## src/rtl/fifo_sync_flex_if.sv

```systemverilog
// Handshake bundle between a producer/consumer pair and fifo_sync_flex.
// The master modport is the side that pushes, pops and flushes; the FIFO is the slave.
interface fifo_sync_flex_if #(
    parameter int WIDTH = 32,
    parameter int DEPTH = 8
);
    localparam int CW = $clog2(DEPTH + 1);

    logic             flush;
    logic [WIDTH-1:0] wdata;
    logic             wr_en;
    logic             full;
    logic             almost_full;
    logic             rd_en;
    logic [WIDTH-1:0] rdata;
    logic             rvalid;
    logic             empty;
    logic             almost_empty;
    logic [CW-1:0]    count;
    logic             overflow;
    logic             underflow;

    modport master (
        output flush, wdata, wr_en, rd_en,
        input  full, almost_full, rdata, rvalid, empty, almost_empty,
               count, overflow, underflow
    );

    modport slave (
        input  flush, wdata, wr_en, rd_en,
        output full, almost_full, rdata, rvalid, empty, almost_empty,
               count, overflow, underflow
    );
endinterface

```

## src/rtl/fifo_sync_flex.sv

```systemverilog
// Single-clock FIFO with counter-based occupancy (any DEPTH >= 2), programmable
// almost-full/empty thresholds, FWFT or registered read, flush and sticky error flags.
module fifo_sync_flex #(
    parameter int WIDTH     = 32,
    parameter int DEPTH     = 8,
    parameter int FWFT      = 0,
    parameter int AFULL_TH  = DEPTH - 1,
    parameter int AEMPTY_TH = 1
) (
    input  logic              clk,
    input  logic              rst,
    fifo_sync_flex_if.slave   bus
);
    localparam int CW = $clog2(DEPTH + 1);
    localparam int PW = $clog2(DEPTH);

    if (WIDTH < 1) begin : g_bad_width
        $error("fifo_sync_flex: WIDTH must be >= 1");
    end
    if (DEPTH < 2) begin : g_bad_depth
        $error("fifo_sync_flex: DEPTH must be >= 2");
    end
    if (FWFT != 0 && FWFT != 1) begin : g_bad_fwft
        $error("fifo_sync_flex: FWFT must be 0 or 1");
    end
    if (AFULL_TH < 1 || AFULL_TH > DEPTH) begin : g_bad_afull
        $error("fifo_sync_flex: AFULL_TH must be in 1..DEPTH");
    end
    if (AEMPTY_TH < 0 || AEMPTY_TH > DEPTH - 1) begin : g_bad_aempty
        $error("fifo_sync_flex: AEMPTY_TH must be in 0..DEPTH-1");
    end

    logic [WIDTH-1:0] mem [DEPTH];
    logic [PW-1:0]    wptr;
    logic [PW-1:0]    rptr;
    logic [CW-1:0]    count;
    logic             overflow;
    logic             underflow;
    logic             full;
    logic             empty;
    logic             wr_acc;
    logic             rd_acc;

    assign full   = (count == CW'(DEPTH));
    assign empty  = (count == '0);
    assign wr_acc = bus.wr_en & ~full;
    assign rd_acc = bus.rd_en & ~empty;

    // Memory has no reset; its contents are meaningless until written.
    always_ff @(posedge clk) begin
        if (wr_acc && !bus.flush) begin
            mem[wptr] <= bus.wdata;
        end
    end

    always_ff @(posedge clk or negedge rst) begin
        if (!rst) begin
            wptr      <= '0;
            rptr      <= '0;
            count     <= '0;
            overflow  <= 1'b0;
            underflow <= 1'b0;
        end else if (bus.flush) begin
            wptr      <= '0;
            rptr      <= '0;
            count     <= '0;
            overflow  <= 1'b0;
            underflow <= 1'b0;
        end else begin
            if (wr_acc) begin
                wptr <= (wptr == PW'(DEPTH - 1)) ? '0 : wptr + 1'b1;
            end
            if (rd_acc) begin
                rptr <= (rptr == PW'(DEPTH - 1)) ? '0 : rptr + 1'b1;
            end
            case ({wr_acc, rd_acc})
                2'b10:   count <= count + 1'b1;
                2'b01:   count <= count - 1'b1;
                default: count <= count;
            endcase
            if (bus.wr_en && full) begin
                overflow <= 1'b1;
            end
            if (bus.rd_en && empty) begin
                underflow <= 1'b1;
            end
        end
    end

    if (FWFT != 0) begin : g_fwft
        assign bus.rdata  = mem[rptr];
        assign bus.rvalid = ~empty;
    end else begin : g_reg_read
        logic [WIDTH-1:0] rdata_q;
        logic             rvalid_q;

        // rdata keeps its last value across flush so the consumer can still see it.
        always_ff @(posedge clk or negedge rst) begin
            if (!rst) begin
                rdata_q  <= '0;
                rvalid_q <= 1'b0;
            end else if (bus.flush) begin
                rvalid_q <= 1'b0;
            end else begin
                rvalid_q <= rd_acc;
                if (rd_acc) begin
                    rdata_q <= mem[rptr];
                end
            end
        end

        assign bus.rdata  = rdata_q;
        assign bus.rvalid = rvalid_q;
    end

    assign bus.full         = full;
    assign bus.empty        = empty;
    assign bus.almost_full  = (count >= CW'(AFULL_TH));
    assign bus.almost_empty = (count <= CW'(AEMPTY_TH));
    assign bus.count        = count;
    assign bus.overflow     = overflow;
    assign bus.underflow    = underflow;
endmodule

```

## src/flat_wrapper.sv

```systemverilog
// flat-port wrapper written by rule: the top's interface ports become plain ports
module fifo_sync_flex_flat 
#(
    parameter int WIDTH     = 32,
    parameter int DEPTH     = 8,
    parameter int FWFT      = 0,
    parameter int AFULL_TH  = DEPTH - 1,
    parameter int AEMPTY_TH = 1
)
  (clk, rst, bus_flush, bus_wdata, bus_wr_en, bus_rd_en, bus_full, bus_almost_full, bus_rdata, bus_rvalid, bus_empty, bus_almost_empty, bus_count, bus_overflow, bus_underflow);
  fifo_sync_flex_if #(.WIDTH(WIDTH), .DEPTH(DEPTH)) bus_i ();
  input  logic clk;
  input  logic rst;
  input wire logic [$bits(bus_i.flush)-1:0] bus_flush;
  input wire logic [$bits(bus_i.wdata)-1:0] bus_wdata;
  input wire logic [$bits(bus_i.wr_en)-1:0] bus_wr_en;
  input wire logic [$bits(bus_i.rd_en)-1:0] bus_rd_en;
  output wire logic [$bits(bus_i.full)-1:0] bus_full;
  output wire logic [$bits(bus_i.almost_full)-1:0] bus_almost_full;
  output wire logic [$bits(bus_i.rdata)-1:0] bus_rdata;
  output wire logic [$bits(bus_i.rvalid)-1:0] bus_rvalid;
  output wire logic [$bits(bus_i.empty)-1:0] bus_empty;
  output wire logic [$bits(bus_i.almost_empty)-1:0] bus_almost_empty;
  output wire logic [$bits(bus_i.count)-1:0] bus_count;
  output wire logic [$bits(bus_i.overflow)-1:0] bus_overflow;
  output wire logic [$bits(bus_i.underflow)-1:0] bus_underflow;
  assign bus_i.flush = bus_flush;
  assign bus_i.wdata = bus_wdata;
  assign bus_i.wr_en = bus_wr_en;
  assign bus_i.rd_en = bus_rd_en;
  assign bus_full = bus_i.full;
  assign bus_almost_full = bus_i.almost_full;
  assign bus_rdata = bus_i.rdata;
  assign bus_rvalid = bus_i.rvalid;
  assign bus_empty = bus_i.empty;
  assign bus_almost_empty = bus_i.almost_empty;
  assign bus_count = bus_i.count;
  assign bus_overflow = bus_i.overflow;
  assign bus_underflow = bus_i.underflow;
  fifo_sync_flex #(.WIDTH(WIDTH), .DEPTH(DEPTH), .FWFT(FWFT), .AFULL_TH(AFULL_TH), .AEMPTY_TH(AEMPTY_TH)) u_core (.clk(clk), .rst(rst), .bus(bus_i));
endmodule
```

## config.mk

```make
export PLATFORM = sky130hd
export DESIGN_NAME = fifo_sync_flex_flat
export DESIGN_NICKNAME = d
export VERILOG_FILES = /design/src/rtl/fifo_sync_flex_if.sv /design/src/rtl/fifo_sync_flex.sv /design/src/flat_wrapper.sv
export SDC_FILE = /design/constraint.sdc
export NUM_CORES = 1
export LEC_CHECK = 0
export BUFFER_PORTS_ARGS = -buffer_cell sky130_fd_sc_hd__buf_2
export CORE_ASPECT_RATIO = 1.5
export CORE_MARGIN = 3
export CORE_UTILIZATION = 35
export DETAILED_ROUTE_END_ITERATION = 16
export PLACE_DENSITY = 0.58
export SYNTH_ARGS = -nofsm -noshare
export SYNTH_HDL_FRONTEND = slang
export SYNTH_SLANG_ARGS = --single-unit
export TNS_END_PERCENT = 30
```

## constraint.sdc

```tcl
create_clock -name clk -period 4 [get_ports clk]
set_input_delay 0.8 -clock clk [delete_from_list [all_inputs] [get_ports clk]]
set_output_delay 0.8 -clock clk [all_outputs]
set_load 0.02 [all_outputs]
```

==> impl_metrics.env <==
export IMPL_status="completed"
export IMPL_syn_inst=577
export IMPL_slew_viol_final=0
export IMPL_chipWidth_um=155
export IMPL_yosys_warnings=0
export IMPL_pwr_share_clk=0.312
export IMPL_n_fill_cell=2845
export IMPL_grt_pass1_wl_um=36800
export IMPL_yosysTopAreaCellShare=0.658
export IMPL_max_stage_delay_ns=0.58
export IMPL_dr_pass1_iters=6
export IMPL_grt_max_degree=55
export IMPL_syn2layout_area_growth_pct=15.3
export IMPL_netlist_top_cells_area="edfxtp_1 66%, mux4_2 12%, dfrtp_1 9.6%"
export IMPL_crit_path_max_fanout=17
export IMPL_h_tree_depth=1
export IMPL_setup_tns_ns=0
export IMPL_ys_seq_elements=301
export IMPL_fin_crit_ns=2.95
export IMPL_critical_path_required_ns=4.22
export IMPL_slew_headroom=0.266
export IMPL_critPathLaunchType="flop"
export IMPL_synth_cell_types=45
export IMPL_dp_cells=1060
export IMPL_chipHeight_um=230
export IMPL_fin_crit_sh=0.737
export IMPL_rows=81
export IMPL_syn_num_nets=622
export IMPL_r2r_slack_ns=1.05
export IMPL_cts_setup_buffers=0
export IMPL_ir_drop_mv=0.276
export IMPL_tightest_slew_ns=1.10
export IMPL_cts_resized=0
export IMPL_powerDensity_mw_per_mm2=611
export IMPL_cts_tree="built"
export IMPL_pin_count=80
export IMPL_routed_wirelength_um=23400
export IMPL_path_class="reg -> reg"
export IMPL_sw_frac_of_total=0.283
export IMPL_dp_slack_ns=0.989
export IMPL_clkTransAtPathRegs_ns=0.06
export IMPL_syn_area_per_cell_um2=20.2
export IMPL_cts_root_buffer="clkbuf_16"
export IMPL_hold_buffers=0
export IMPL_layout_drive_gt1_share=0.314
export IMPL_antenna_found_initial=2
export IMPL_antenna_left=0
export IMPL_p_leak_nw=4.42
export IMPL_synth_top_cell_by_area="edfxtp_1"
export IMPL_drc=0
export IMPL_place_congestion=0.759
export IMPL_critPathCaptureType="flop"
export IMPL_cts_sinks=301
export IMPL_final_cells=1113
export IMPL_post_synth_top_count_cell="edfxtp_1"
export IMPL_cts_buffers=28
export IMPL_drtIter0Drc=308
export IMPL_start_util=0.357
export IMPL_r2r_cells=7
export IMPL_seq_area_frac_synth=0.754
export IMPL_nets=720
export IMPL_path_cells="inv_2 -> ha_1 -> nand3b_2 -> nand2_1 -> or3_1 -> nor2_4 -> buf_4"
export IMPL_vias=5578
export IMPL_rr_endpoint="u_core.mem[4][25]"
export IMPL_switchingPower_mw=2.33
export IMPL_seqPwrFrac=0.482
export IMPL_met3WireLength_um=978
export IMPL_grt_pass1_vias=6188
export IMPL_die_area_mm2=0.0357
export IMPL_timing_final_ws_setup_ns=1.05
export IMPL_top_layer="met5"
export IMPL_crit_family="simple AND/OR/NAND/NOR gates"
export IMPL_p_int_mw=5.90
export IMPL_regToRegStartpoint="u_core.bus.count[0]"
export IMPL_avgViaCountPerCell=5.01
export IMPL_worstPathArrival_ns=3.17
export IMPL_ys_flop_type="edfxtp_1"
export IMPL_grt_util_all_layers=0.133
export IMPL_combPwrFrac=0.206
export IMPL_dp_hpwl_um=14900
export IMPL_path_buf_inv=2
export IMPL_worstHoldPathType="in -> async"
export IMPL_maxCapViolCount=0
export IMPL_wl_met1_um=9130
export IMPL_insertion_delay_ns=0.54
export IMPL_port_buffers=79
export IMPL_fmax_mhz=339
export IMPL_syn_area_mm2=0.0117
export IMPL_core_mm2=0.0327
export IMPL_grt_ovfl_total=0
export IMPL_power_mw=8.22
export IMPL_setup_viol=0
export IMPL_wire_per_inst_um=21.1
export IMPL_clockBufferDepth=3
export IMPL_hold_viol_final=0
export IMPL_synth_edff_count=256
export IMPL_slowest_stage="nor2_4"
export IMPL_synthArstFlopShare=0.150
export IMPL_rsz0062_at_grt="no"
export IMPL_wl_met2_um=12700
export IMPL_fin_worst_skew_ns=0.0117
export IMPL_ys_top_cells_by_count="256 x edfxtp_1, 62 x mux4_2, 45 x dfrtp_1, 45 x nor2_1, 40 x a21oi_1"
[placed cells by master (no fill, tap or decap), drive strengths merged, types with 8 or more instances in the layout]
| master | synthesis | routed |
|---|---|---|
| nor2 | 45 | 45 |
| buf | 25 | 98 |
| dfrtp | 45 | 45 |
| a21oi | 40 | 40 |
| clkinv | 0 | 11 |
| clkbuf | 5 | 35 |
| nand2 | 12 | 12 |
| edfxtp | 256 | 256 |
| mux4 | 64 | 64 |
| ha | 8 | 8 |
| mux2i | 34 | 34 |
[power by group through the flow]
stage / sequential, mW / clock (mW) / combinational [mW]
floorplan: 4.08 / 0 / 1.20
global placement: 4.02 / 0 / 1.69
detailed placement: 4.04 / 0 / 1.72
CTS: 3.98 / 2.65 / 1.73
global route: 4.02 / 2.75 / 1.85
finish: 3.96 / 2.57 / 1.70
[metal layers]
layer / up-vias / GRT usage
met5: - / 0
met4: 2 / 0.0435
met3: 36 / 0.0201
met2: 124 / 0.241
met1: 2896 / 0.162
li1: 2520 / -
[how the worst max path moves through the flow]
stage,from,to,cells after the start
3_5_place_dp,bus_wr_en,u_core.mem[4][31],5
6_report,u_core.bus.count[0],u_core.mem[4][25],7
3_3_place_gp,bus_wr_en,u_core.mem[4][31],5
4_1_cts,u_core.bus.count[0],u_core.mem[4][25],7
2_1_floorplan,bus_flush,u_core.mem[1][0],3
5_1_grt,u_core.bus.count[0],u_core.mem[4][3],7
[worst reg2reg max path: cells and delay by family, from the launching register on]
kind,cells,cell delay [ns]
AND/OR/NAND/NOR,4,1.43
flip-flops,1,0.46
buffers and inverters,2,0.46
adder cells (fa/ha/maj),1,0.29
[sequential cells by signal (all words and copies together), names as in the netlist]
register,count
u_core.rptr,3
u_core.bus.count,4
u_core.bus.rdata,32
u_core.bus.rvalid,1
u_core.bus.overflow,1
u_core.mem,256
u_core.bus.underflow,1
u_core.wptr,3
[kinds of logic (layout without fill, tap and decap cells)]
group,Yosys count,count (layout),synth area share
compound gates,51,51,0.0262
fa+ha+maj,8,8,0.00857
buf+inv,36,156,0.0221
flops,301,301,0.754
mux,100,100,0.155
other cells,0,1,0
simple gates,81,81,0.0336
[stage by stage]
| step | area, um2 | hold slack (ns) | util |
|---|---|---|---|
| after floorplan | 11700 | 0.504 | - |
| after global placement | 12600 | 0.503 | 0.384 |
| after detailed placement | 12600 | 0.488 | 0.384 |
| after CTS | 13500 | 0.284 | 0.411 |
| after global routing | 13500 | 0.327 | 0.411 |
| final | 13500 | 0.280 | 0.411 |
[area by class of cell]
class                      count  area, um2  share of cell area
antenna                        1       2.50            0.000186
clock buffer                  35        748              0.0556
clock inverter                17        138              0.0102
inverter                       6       22.5             0.00167
multi-input combinational    240       2680               0.199
sequential                   301       8820               0.655
tap                          415        519              0.0386
timing repair buffer          98        538              0.0400
Note: power is estimated with default switching activity, not from simulation.
